--- src/rtl/uart_tx_cfg.sv ---
// Configurable UART transmitter: start bit, NB_DATA data bits LSB first,
// optional even/odd parity, 1 or 2 stop bits, paced by an oversampling tick.
module uart_tx_cfg #(
    parameter int NB_DATA = 8,
    parameter int SB_TICK = 16,
    parameter int PARITY  = 0,
    parameter int NB_STOP = 1
) (
    input  logic               i_clock,
    input  logic               i_reset,
    input  logic               i_tick,
    input  logic [NB_DATA-1:0] i_data,
    input  logic               i_valid,
    output logic               o_ready,
    output logic               o_tx,
    output logic               o_busy,
    output logic               o_tx_done
);

    localparam int             SW          = $clog2(SB_TICK);
    localparam logic [SW-1:0]  S_LAST      = SW'(SB_TICK - 32'sd1);
    localparam logic [3:0]     N_DATA_LAST = 4'(NB_DATA - 32'sd1);
    localparam logic [3:0]     N_STOP_LAST = 4'(NB_STOP - 32'sd1);
    // PARITY==3 (illegal) deliberately falls through to "no parity bit"
    localparam logic           HAS_PAR     = (PARITY == 32'sd1) || (PARITY == 32'sd2);
    localparam logic           PAR_ODD     = (PARITY == 32'sd2);

    typedef enum logic [2:0] {
        ST_IDLE   = 3'd0,
        ST_START  = 3'd1,
        ST_DATA   = 3'd2,
        ST_PARITY = 3'd3,
        ST_STOP   = 3'd4
    } state_t;

    function automatic logic calc_parity(input logic [NB_DATA-1:0] data);
        return PAR_ODD ? ~(^data) : (^data);
    endfunction

    state_t              state_r;
    logic [SW-1:0]       s_r;
    logic [3:0]          n_r;
    logic [NB_DATA-1:0]  shreg_r;
    logic                par_r;
    logic                tx_r;
    logic                ready_r;
    logic                busy_r;
    logic                done_r;
    logic                bit_end_s;

    assign bit_end_s = i_tick && (s_r == S_LAST);

    // Frame sequencer: tick counter, bit counter, shift register and registered line outputs
    always_ff @(posedge i_clock) begin
        if (i_reset) begin
            state_r <= ST_IDLE;
            s_r     <= {SW{1'b0}};
            n_r     <= 4'd0;
            shreg_r <= {NB_DATA{1'b0}};
            par_r   <= 1'b0;
            tx_r    <= 1'b1;
            ready_r <= 1'b1;
            busy_r  <= 1'b0;
            done_r  <= 1'b0;
        end else begin
            done_r <= 1'b0;
            if (state_r != ST_IDLE && i_tick) begin
                s_r <= bit_end_s ? {SW{1'b0}} : s_r + 1'b1;
            end
            case (state_r)
                ST_IDLE: begin
                    if (i_valid) begin
                        shreg_r <= i_data;
                        par_r   <= calc_parity(i_data);
                        s_r     <= {SW{1'b0}};
                        n_r     <= 4'd0;
                        tx_r    <= 1'b0;
                        ready_r <= 1'b0;
                        busy_r  <= 1'b1;
                        state_r <= ST_START;
                    end
                end
                ST_START: begin
                    if (bit_end_s) begin
                        n_r     <= 4'd0;
                        tx_r    <= shreg_r[0];
                        state_r <= ST_DATA;
                    end
                end
                ST_DATA: begin
                    if (bit_end_s) begin
                        if (n_r == N_DATA_LAST) begin
                            n_r <= 4'd0;
                            if (HAS_PAR) begin
                                tx_r    <= par_r;
                                state_r <= ST_PARITY;
                            end else begin
                                tx_r    <= 1'b1;
                                state_r <= ST_STOP;
                            end
                        end else begin
                            n_r     <= n_r + 4'd1;
                            shreg_r <= shreg_r >> 1;
                            tx_r    <= shreg_r[1];
                        end
                    end
                end
                ST_PARITY: begin
                    if (bit_end_s) begin
                        n_r     <= 4'd0;
                        tx_r    <= 1'b1;
                        state_r <= ST_STOP;
                    end
                end
                ST_STOP: begin
                    if (bit_end_s) begin
                        if (n_r == N_STOP_LAST) begin
                            done_r  <= 1'b1;
                            ready_r <= 1'b1;
                            busy_r  <= 1'b0;
                            state_r <= ST_IDLE;
                        end else begin
                            n_r <= n_r + 4'd1;
                        end
                    end
                end
                default: begin
                    tx_r    <= 1'b1;
                    ready_r <= 1'b1;
                    busy_r  <= 1'b0;
                    state_r <= ST_IDLE;
                end
            endcase
        end
    end

    assign o_tx      = tx_r;
    assign o_ready   = ready_r;
    assign o_busy    = busy_r;
    assign o_tx_done = done_r;

endmodule

--- config.mk ---
export PLATFORM = sky130hd
export DESIGN_NAME = uart_tx_cfg
export DESIGN_NICKNAME = d
export VERILOG_FILES = /design/src/rtl/uart_tx_cfg.sv
export SDC_FILE = /design/constraint.sdc
export NUM_CORES = 1
export LEC_CHECK = 0
export CORE_MARGIN = 1.5
export CORE_UTILIZATION = 54
export CTS_CLUSTER_DIAMETER = 80
export CTS_CLUSTER_SIZE = 16
export DETAILED_ROUTE_END_ITERATION = 8
export PLACE_DENSITY = 0.78
export SYNTH_ARGS = -nofsm -noshare
export SYNTH_HDL_FRONTEND = slang
export SYNTH_SLANG_ARGS = --single-unit
--- constraint.sdc ---
create_clock -name i_clock -period 2.3 [get_ports i_clock]
set_input_delay 0.23 -clock i_clock [delete_from_list [all_inputs] [get_ports i_clock]]
set_output_delay 0.23 -clock i_clock [all_outputs]
set_load 0.1 [all_outputs]
==> results.txt <==
unique cell type count in the Yosys netlist - 40
Seq/Total Area, Yosys - 36.8%
minimum setup slack among reg-to-reg paths - 0.37 ns
routability congestion estimate from global placement - 0.884
Setup Buffers After CTS - 0
Min Clock Period, post-route - 1.93 ns
fin nets - 174
core area - 0.00219 sq mm
number of gates given a new drive strength after cts - 0
DR DRC count - 0
clk slew on worst S/H paths - 0.13 ns
number of clock buffers inserted by TritonCTS - 3
routed length on met1 - 1.19 mm
Die W - 51.1 microns
highest cell delay on the worst timing path - 0.49 ns
Worst Hold Class - input pin to flip-flop
number of sinks handled by clock tree synthesis - 23
number of fill cells in the layout - 193
number of antenna violations at the first check in global routing - 0
met2 wire length - 1.26 mm
Bufs on Longest Clock Path - 2
wire length after detailed routing - 2.56 mm
Ant. Diodes - 0
estimated wirelength of the detail-placed design - 1.93 mm
Antenna Nets Post-Route - 0
via count of the first global-routing pass - 1046
fraction of registers with async set or reset after synthesis - 0%
Crit Path Category - flip-flop to flip-flop
kind of start point of the critical path - flip-flop
Syn Std Cell Area - 0.00125 sq mm
uppermost signal routing layer after detailed routing - met4
total chip power - 0.756 mW
wire length of the first global-routing pass - 4.43 mm
length of the first detailed-routing pass in iterations - 4
fraction of layout instances using a drive strength above 1 - 12.0%
timing-limited maximum frequency - 518 MHz
number of buffer and inverter instances along the worst setup path - 0
met3 wire len - 75 microns
Yosys reg bits - 23
all-layer global routing usage - 22.1%
number of setup violations in the final report - 0
worst slew margin relative to its limit - 63.4%
Crit path arrival time - 2.18 ns
result of the run - completed
post-synthesis average cell area - 8.74 sq um
max-slew violations - 0
number of input and output port buffers inserted - 15
clock tree from TritonCTS - yes
number of DRC markers after the initial detailed-route iteration - 12
crit-path leading delay family - simple AND/OR/NAND/NOR gates
insertion delay to the later sink of the worst-skew pair - 0.31 ns
largest net degree at the start of global routing - 17
Avg Vias per Cell - 6.00
placed cell area - 0.00142 sq mm
slowest cell on the critical path - sky130_fd_sc_hd__or4b_1
number of instances in the synthesized netlist - 143
net count after synthesis - 158
wire length per cell - 13.7 microns
worst slack after detailed placement - 0.220 ns
total congestion overflow - 0
leakage dissipation - 0.496 nW
vias - 1116
area growth from synthesis to final layout - 15.5%
Total Negative Setup Slacks - 0 ns
total of warnings raised by yosys - 0
deepest level of the CTS H-tree - 1
root buffer cell - sky130_fd_sc_hd__clkbuf_4
worst vdd rail ir drop - 0.000453 V
overall die area - 0.00261 sq mm
worst-path maximum fanout - 6
unrepaired setup endpoints after global routing - false
actual transition at the worst max-transition pin - 0.546 ns
number of flops mapped to enable cells by yosys - 0
power density over the cells - 524 mW/mm^2
effective utilization at floorplan - 57.1%
height of the die - 51.1 microns
max-cap violations - 0
worst setup skew after layout - 0.00479 ns
Cell Rows - 17
post-route cell area - 0.00144 sq mm
kind of end point of the critical path - flip-flop
leading register cell type out of synthesis - sky130_fd_sc_hd__dfxtp_1
required time of the critical path - 2.55 ns
Cell Chain, Critical Path - ha_1, nand4_1, o21a_4, or4b_1, a21oi_1
hold-fix buffer count after cts - 0
count of final hold-check violations - 0
number of top-level design ports - 16
crit path setup slack, layout - 0.370 ns
fin crit share - 83.9%
[metrics by stage]
stage	instances	hold slack, ns	util [%]
after floorplan	143	0.366	-
after detailed placement	182	0.479	64.6
after global routing	186	0.470	65.9
final	186	0.473	65.9
after CTS	186	0.473	65.9
after global placement	182	0.481	64.6
[worst paths after layout]
kind,startpoint,endpoint,cells past startpoint
worst max-delay path,s_r[0],state_r[2],5
worst min-delay path,i_data[7],shreg_r[7],3
worst max register to register,s_r[0],state_r[2],5
worst min register to register,o_busy,o_busy,2
[final cells by class]
class                   instances  area (sq um)  share of cell area [%]
multi-input cells             105           717                    49.7
flip-flops and latches         23           460                    31.9
repair buffers                 21           185                    12.8
clock buffers                   3          22.5                    1.56
clock inverters                 1          5.00                   0.347
inverters                       5          18.8                    1.30
well taps                      28          35.0                    2.43
[cells in the mapped netlist, drive strengths merged (3+ instances only)]
library cell | n | area [sq um]
nand2 | 6 | 22.5
a21oi | 20 | 100
a311oi | 7 | 61.3
ha | 3 | 37.5
mux2i | 9 | 90.1
nor2 | 9 | 33.8
inv | 5 | 18.8
dfxtp | 23 | 460
o211ai | 6 | 45.0
nand3 | 6 | 30.0
clkbuf | 6 | 22.5
o21ai | 7 | 35.0
and4 | 3 | 26.3
buf | 4 | 31.3
[where the power goes]
group,switching (mW),internal (mW),total [mW]
logic,0.0853,0.0555,0.141
registers,0.0116,0.417,0.428
clock network,0.122,0.0649,0.187
total,0.219,0.537,0.756
[cell families after synthesis]
group	Yosys count	share of synthesized area, %
multiplexers	9	7.21
adder cells (fa/ha/maj)	3	3.00
AO/OA/AOI/OAI	53	28.2
flip-flops	23	36.8
XOR/XNOR	2	1.40
AND/OR/NAND/NOR	38	17.5
buffers and inverters	15	5.81
[metal layers]
metal / vias up / GRT usage (%)
met5: - / 0
met4: 0 / 9.01
met3: 4 / 3.51
met2: 17 / 39.2
met1: 523 / 26.3
li1: 572 / -
[layout by cell type, fill, tap and decap left out, drive strengths merged, types with 3 or more instances in the layout]
cell type / instances
and4: 3
clkdlybuf4s50: 11
nand2: 6
mux2i: 9
clkbuf: 3
dfxtp: 23
a21oi: 20
inv: 5
nor2: 9
a311oi: 7
nand3: 6
o211ai: 6
o21ai: 7
buf: 10
ha: 3
[registers in the layout, indices dropped and copies added (netlist names)]
signal     count
s_r            4
o_tx           1
o_busy         1
shreg_r        8
state_r        3
o_tx_done      1
n_r            4
o_ready        1
[worst reg2reg max path, cell delays in order, from the launching register on]
cell and delay [ns]:
sky130_fd_sc_hd__dfxtp_1 0.41, sky130_fd_sc_hd__ha_1 0.27, sky130_fd_sc_hd__nand4_1 0.27, sky130_fd_sc_hd__o21a_4 0.31
sky130_fd_sc_hd__or4b_1 0.49, sky130_fd_sc_hd__a21oi_1 0.13
Power figures use the tool's default switching activity.
